**src/rtl/rv32i_alu.sv**
```systemverilog
// rv32i_alu -- RV32I execute-stage integer ALU with registered result and flags.
//
// The operation code is {funct7[5], funct3}, so the decoder can pass instruction
// bits straight through. The result and flags are captured on the rising clock
// edge, giving one cycle of latency. A new operation is accepted every cycle.
//
// Ports:
//   clk            system clock, rising-edge active
//   rst            asynchronous active-high reset; clears all outputs
//   op   [3:0]     operation select
//   a    [XLEN-1:0] operand A (rs1 or PC)
//   b    [XLEN-1:0] operand B (rs2 or immediate); shift amount is b[4:0]
//   result [XLEN-1:0] registered operation result
//   zero_flag      registered, 1 when result == 0 (forced to 0 in reset)
//   negative_flag  registered, result[XLEN-1]
//   overflow_flag  registered, signed overflow of ADD/SUB, else 0
module rv32i_alu #(
    parameter int XLEN = 32
) (
    input  logic            clk,
    input  logic            rst,
    input  logic [3:0]      op,
    input  logic [XLEN-1:0] a,
    input  logic [XLEN-1:0] b,
    output logic [XLEN-1:0] result,
    output logic            zero_flag,
    output logic            negative_flag,
    output logic            overflow_flag
);

    localparam logic [3:0] OP_ADD   = 4'b0000;
    localparam logic [3:0] OP_SLL   = 4'b0001;
    localparam logic [3:0] OP_SLT   = 4'b0010;
    localparam logic [3:0] OP_SLTU  = 4'b0011;
    localparam logic [3:0] OP_XOR   = 4'b0100;
    localparam logic [3:0] OP_SRL   = 4'b0101;
    localparam logic [3:0] OP_OR    = 4'b0110;
    localparam logic [3:0] OP_AND   = 4'b0111;
    localparam logic [3:0] OP_SUB   = 4'b1000;
    localparam logic [3:0] OP_PASSB = 4'b1001;
    localparam logic [3:0] OP_SRA   = 4'b1101;

    logic [XLEN-1:0] sum_s;
    logic [XLEN-1:0] diff_s;
    logic [4:0]      shamt_s;
    logic            lt_signed_s;
    logic            lt_unsigned_s;
    logic            ovf_add_s;
    logic            ovf_sub_s;
    logic [XLEN-1:0] result_s;
    logic            overflow_s;

    logic [XLEN-1:0] result_r;
    logic            zero_r;
    logic            negative_r;
    logic            overflow_r;

    // Shared arithmetic, comparisons and overflow detection.
    always_comb begin
        sum_s   = a + b;
        diff_s  = a - b;
        shamt_s = b[4:0];
        // Signed compare is done directly rather than from the wrapped
        // difference, so 0x7FFFFFFF vs 0x80000000 resolves correctly.
        lt_signed_s   = ($signed(a) < $signed(b));
        lt_unsigned_s = (a < b);
        ovf_add_s = (a[XLEN-1] == b[XLEN-1]) && (sum_s[XLEN-1]  != a[XLEN-1]);
        ovf_sub_s = (a[XLEN-1] != b[XLEN-1]) && (diff_s[XLEN-1] != a[XLEN-1]);
    end

    // Operation select; unused codes produce zero with no overflow.
    always_comb begin
        result_s   = '0;
        overflow_s = 1'b0;
        case (op)
            OP_ADD: begin
                result_s   = sum_s;
                overflow_s = ovf_add_s;
            end
            OP_SUB: begin
                result_s   = diff_s;
                overflow_s = ovf_sub_s;
            end
            OP_SLL:   result_s = a << shamt_s;
            OP_SLT:   result_s = {{(XLEN-1){1'b0}}, lt_signed_s};
            OP_SLTU:  result_s = {{(XLEN-1){1'b0}}, lt_unsigned_s};
            OP_XOR:   result_s = a ^ b;
            OP_SRL:   result_s = a >> shamt_s;
            OP_SRA:   result_s = $unsigned($signed(a) >>> shamt_s);
            OP_OR:    result_s = a | b;
            OP_AND:   result_s = a & b;
            OP_PASSB: result_s = b;
            default: begin
                result_s   = '0;
                overflow_s = 1'b0;
            end
        endcase
    end

    // Output register; the zero flag is cleared in reset rather than derived.
    always_ff @(posedge clk or posedge rst) begin
        if (rst) begin
            result_r   <= '0;
            zero_r     <= 1'b0;
            negative_r <= 1'b0;
            overflow_r <= 1'b0;
        end else begin
            result_r   <= result_s;
            zero_r     <= (result_s == '0);
            negative_r <= result_s[XLEN-1];
            overflow_r <= overflow_s;
        end
    end

    assign result        = result_r;
    assign zero_flag     = zero_r;
    assign negative_flag = negative_r;
    assign overflow_flag = overflow_r;

endmodule

```
**config.mk**
```make
export PLATFORM = sky130hd
export DESIGN_NAME = rv32i_alu
export DESIGN_NICKNAME = d
export VERILOG_FILES = /design/src/rtl/rv32i_alu.sv
export SDC_FILE = /design/constraint.sdc
export NUM_CORES = 1
export LEC_CHECK = 0
export CAP_MARGIN = 20
export CORE_MARGIN = 5
export CORE_UTILIZATION = 45
export CTS_BUF_LIST = sky130_fd_sc_hd__clkbuf_8
export DETAILED_ROUTE_END_ITERATION = 16
export PLACE_DENSITY = 0.76
export SLEW_MARGIN = 40
export SYNTH_ARGS = -nofsm -noshare
export SYNTH_HDL_FRONTEND = slang
export SYNTH_SLANG_ARGS = --single-unit
```
**constraint.sdc**
```tcl
create_clock -name clk -period 1.1 [get_ports clk]
set_input_delay 0.22 -clock clk [delete_from_list [all_inputs] [get_ports clk]]
set_output_delay 0.22 -clock clk [all_outputs]
set_load 0.01 [all_outputs]
```
==> flow_summary.ini, run 1 <==
[status]
status = stopped before the end
haltStage = global routing (5_1_grt)
error = [ERROR GRT-0232] Routing congestion too high. Check the congestion heatmap in the GUI.

[logic_synthesis]
yosys_warnings = 0
synth_cells = 1538
synth_edf_count = 0
ys_ff_latch = 34
syn_nets = 1707
synth_cell_types = 85
mappedNetlistArea_um2 = 10800
seq_area_frac_synth = 0.0785
synth_flop_cell = dfrtp_1
async_flop_share = 1.00
synth.avg_cell_area_um2 = 7.04

[cts]
htree_levels = 2
cts_made_buffers = 5
ctsLongestPathBuffers = 2
cts_sinks = 34
cts-root-buf = clkbuf_8

[grt]
grt_overflow = 88
grt_max_degree = 43
grt_usage = 0.722

[timing]
postGrtWorstEndpoint = zero_flag$_DFF_PP0_/D
worst_endpoint_kind = register input

[placed_design]
place.gp.congestion = 1.20
place_area_um2 = 17200
place.detailed.hpwl_mm = 53.5
pre_cts_slack_ps = -3620
port_buffers = 104

[floorplanning]
die_w_um = 165
rows = 56
initial_utilization = 0.459
io-pin-count = 105
die_h_um = 165
kinds of logic after synthesis:
family | after synthesis | share of synthesized area
simple gates | 543 | 0.241
fa+ha+maj | 99 | 0.116
xor+xnor | 13 | 0.0105
compound gates | 527 | 0.332
buf+inv | 216 | 0.0833
flops | 34 | 0.0785
mux | 106 | 0.139
synthesized netlist by cell type (16+ instances only):
| cell | number | area, um^2 |
|---|---|---|
| ha_1 | 97 | 1210 |
| buf_2 | 25 | 125 |
| mux2_2 | 21 | 236 |
| o31ai_1 | 16 | 120 |
| a21oi_1 | 130 | 651 |
| mux4_2 | 33 | 743 |
| a31oi_1 | 17 | 106 |
| nor3_1 | 48 | 240 |
| o21ai_0 | 85 | 425 |
| nand2_1 | 144 | 541 |
| inv_1 | 93 | 349 |
| nor4_1 | 21 | 131 |
| a211oi_1 | 30 | 225 |
| o211ai_1 | 21 | 158 |
| nor2_1 | 172 | 646 |
| o22ai_1 | 24 | 150 |
| mux2i_1 | 49 | 490 |
| a221oi_1 | 17 | 149 |
| dfrtp_1 | 34 | 851 |
| clkbuf_1 | 66 | 248 |
| a22oi_1 | 27 | 203 |
| nor2b_1 | 17 | 106 |
| nand3_1 | 36 | 180 |
metrics by stage:
stage | hold slack (ps) | instances | util | setup TNS (ps)
after floorplan | 362 | 1538 | - | -48020
after global placement | 601 | 2523 | 0.728 | -74270
after CTS | 239 | 2621 | 0.843 | -46190
after detailed placement | 612 | 2523 | 0.728 | -76520
routing by layer:
metal	GRT usage	GRT overflow
met1	0.708	3
met2	0.894	43
met3	0.572	2
met4	0.733	40
met5	0.225	0
repair_timing:
item | in CTS
pin swaps | 115
endpoints found under the setup margin | 69
setup buffers | 98
hold buffers | 0
gates resized for setup | 721
cloned | 1
==> run 2, diff against run 1 <==
CORE_UTILIZATION = 30   (was 45)
CTS_BUF_LIST = default   (was sky130_fd_sc_hd__clkbuf_8)
PLACE_DENSITY = default   (was 0.76)
PLACE_DENSITY_LB_ADDON = 0.15   (was default)
==> flow_summary.ini, run 2 <==
[power]
p_sw_frac = 0.449
ir_drop_mv = 0.624
comb_power_share = 0.766
p_seq_frac = 0.096
p_leak_nw = 9.65
power.density_nw_per_um2 = 720
switching_power_w = 0.00694
p_int_w = 0.00852
clock_power_share = 0.138

[status]
violations = setup timing
status = finished with violations

[cts]
cts-root-buf = clkbuf_16
cts_made_buffers = 5
cts_sinks = 34
clk_pin_slew_ps = 90
cts_tree = built
ctsLongestPathBuffers = 2
hold_buffers = 0
htree_levels = 2

[drt]
dr.pass1.iters = 6
vias_per_cell = 6.01
drtIter0Drc = 1949
wl_mm = 79.3
antenna_left = 0
wl_per_cell_um = 27.8
drc = 0
vias = 17140

[logic_synthesis]
syn_nets = 1707
yosys-mux-area-fraction = 0.139
synth_edf_count = 0
mappedNetlistArea_um2 = 10800
synth_fa_ha_area_frac = 0.116
yosys.area_share.simple = 0.241
synth_most_common_cell = nor2_1
ys_ff_latch = 34
synth_area_leaders = ha_1, dfrtp_1, mux4_2
synth_flop_cell = dfrtp_1
yosys_warnings = 0
synth_cell_types = 85
synth.top_cell.area_share = 0.112
synthTopCellsByCount = nor2_1, nand2_1, a21oi_1, ha_1, inv_1
synth.avg_cell_area_um2 = 7.04
seq_area_frac_synth = 0.0785
async_flop_share = 1.00
synth_compound_area_frac = 0.332
yosysTopAreaCell = ha_1
synth_xor_area_frac = 0.0105
synth_cells = 1538
synth_top_family_by_area = compound AO/OA/AOI/OAI gates

[grt]
grt_max_degree = 35
grt_overflow = 0
grt_pass1_wl_mm = 111
grt_pass1_vias = 16514
antenna_found_initial = 0
grt_usage = 0.377

[timing]
hold_slack_ps = 239
min_period_over_period = 3.30
period_needed_ps = 3630
timing_worst_slew_pin_value_ps = 707
hold_violations = 0
relSlewSlack = 0.524
worst_slack_ps = -2530
setup_violations = 34
slew_viol_final = 0
tns_ps = -52160
rsz0062_at_grt = yes
fmax_mhz = 275

[finish]
final_common_cell = buf_4
area_delta_synth_final_pct = 98.2
nets = 2557
multiInputGateArea_um2 = 11400
largest_reg_flops = 31
final.fill_count = 3232
layout.cells.non_filler = 2850
utilization = 0.604
num_antenna_cells = 0
final_cell_mix = buf_4, nor2_1, nand2_1
seq_area_um2 = 851
drive_above_1_share = 0.575

[setup_path]
cp.required_ps = 1360
path_cells = buf_12, buf_12, mux4_2, mux2_4, a32oi_2, o2111ai_4, a221oi_2, o211ai_1, or4_4, nor4_4, buf_4, nand4bb_1, or4_4, nor4_4
cp_slowest_cell = mux4_2
crit_fanout = 5
critPathKind = in -> reg
slowest_delay_ps = 590
cp_data_arrival_time_ps = 3890
cp-start-kind = input pin
cp-end-kind = register

[floorplanning]
rows = 69
initial_utilization = 0.305
io-pin-count = 105
die_area_um2 = 40000
core_area_um2 = 35600
die_w_um = 200
die_h_um = 200

[placed_design]
dp.cells = 2703
pre_cts_slack_ps = -3650
port_buffers = 104
place.gp.congestion = 1.08
place.detailed.hpwl_mm = 63.4

[worst_hold_path]
hold_class = in -> async

[run]
max_cap_violations = 0
-- run 2: cell counts after synthesis --
Identical to the previous run, type by type.
-- run 2: repair_timing --
item                       CTS  global route
setup endpoints to repair   69            42
cloned                       1             3
pin swaps                  101            94
setup buffers              101            75
gates resized for setup    608           297
-- run 2: final cells by class --
cell class,instances,area share
inverters,99,0.0200
repair buffers,960,0.373
clock buffers,5,0.00583
well taps,461,0.0269
flip-flops and latches,34,0.0396
multi-input cells,1288,0.531
clock inverters,3,0.00321
-- run 2: worst max path at each step --
stage | start | end | cells after the start
floorplan | b[1] | zero_flag | 16
global placement | a[11] | zero_flag | 18
detailed placement | a[11] | zero_flag | 18
CTS | b[1] | zero_flag | 16
global route | b[1] | zero_flag | 16
finish | b[1] | zero_flag | 14
-- run 2: cell families (layout without fill, tap and decap cells) --
kind of cell,after synthesis,after routing
compound gates,527,527
fa+ha+maj,99,99
simple gates,543,543
mux,106,106
xor+xnor,13,13
buf+inv,216,1067
flops,34,34
-- run 2: stage by stage --
step,cell area [um^2],total power [W]
final,21500,0.0155
after global routing,21500,0.0160
after CTS,20100,0.0144
after detailed placement,17700,0.0109
after global placement,17700,0.0109
after floorplan,11200,0.00540
-- run 2: power groups by stage --
stage	clock [W]	combinational, W	sequential (W)
floorplan	0	0.00380	0.00160
global placement	0	0.00935	0.00151
detailed placement	0	0.00936	0.00151
CTS	0.00216	0.0107	0.00148
global route	0.00221	0.0123	0.00150
finish	0.00214	0.0118	0.00148
-- run 2: critical path: cells and delay by family --
| family | cells | cell delay (ps) |
|---|---|---|
| simple gates | 5 | 1540 |
| mux | 2 | 930 |
| compound gates | 4 | 790 |
| buf+inv | 3 | 380 |
-- run 2: metal layers --
metal,GRT usage,wire length (um),vias to the layer above
li1,-,-,7541
met1,0.481,30700,8350
met2,0.614,35500,1007
met3,0.0582,6990,242
met4,0.203,6070,0
met5,0,0,-
(Power assumes the default switching activity.)
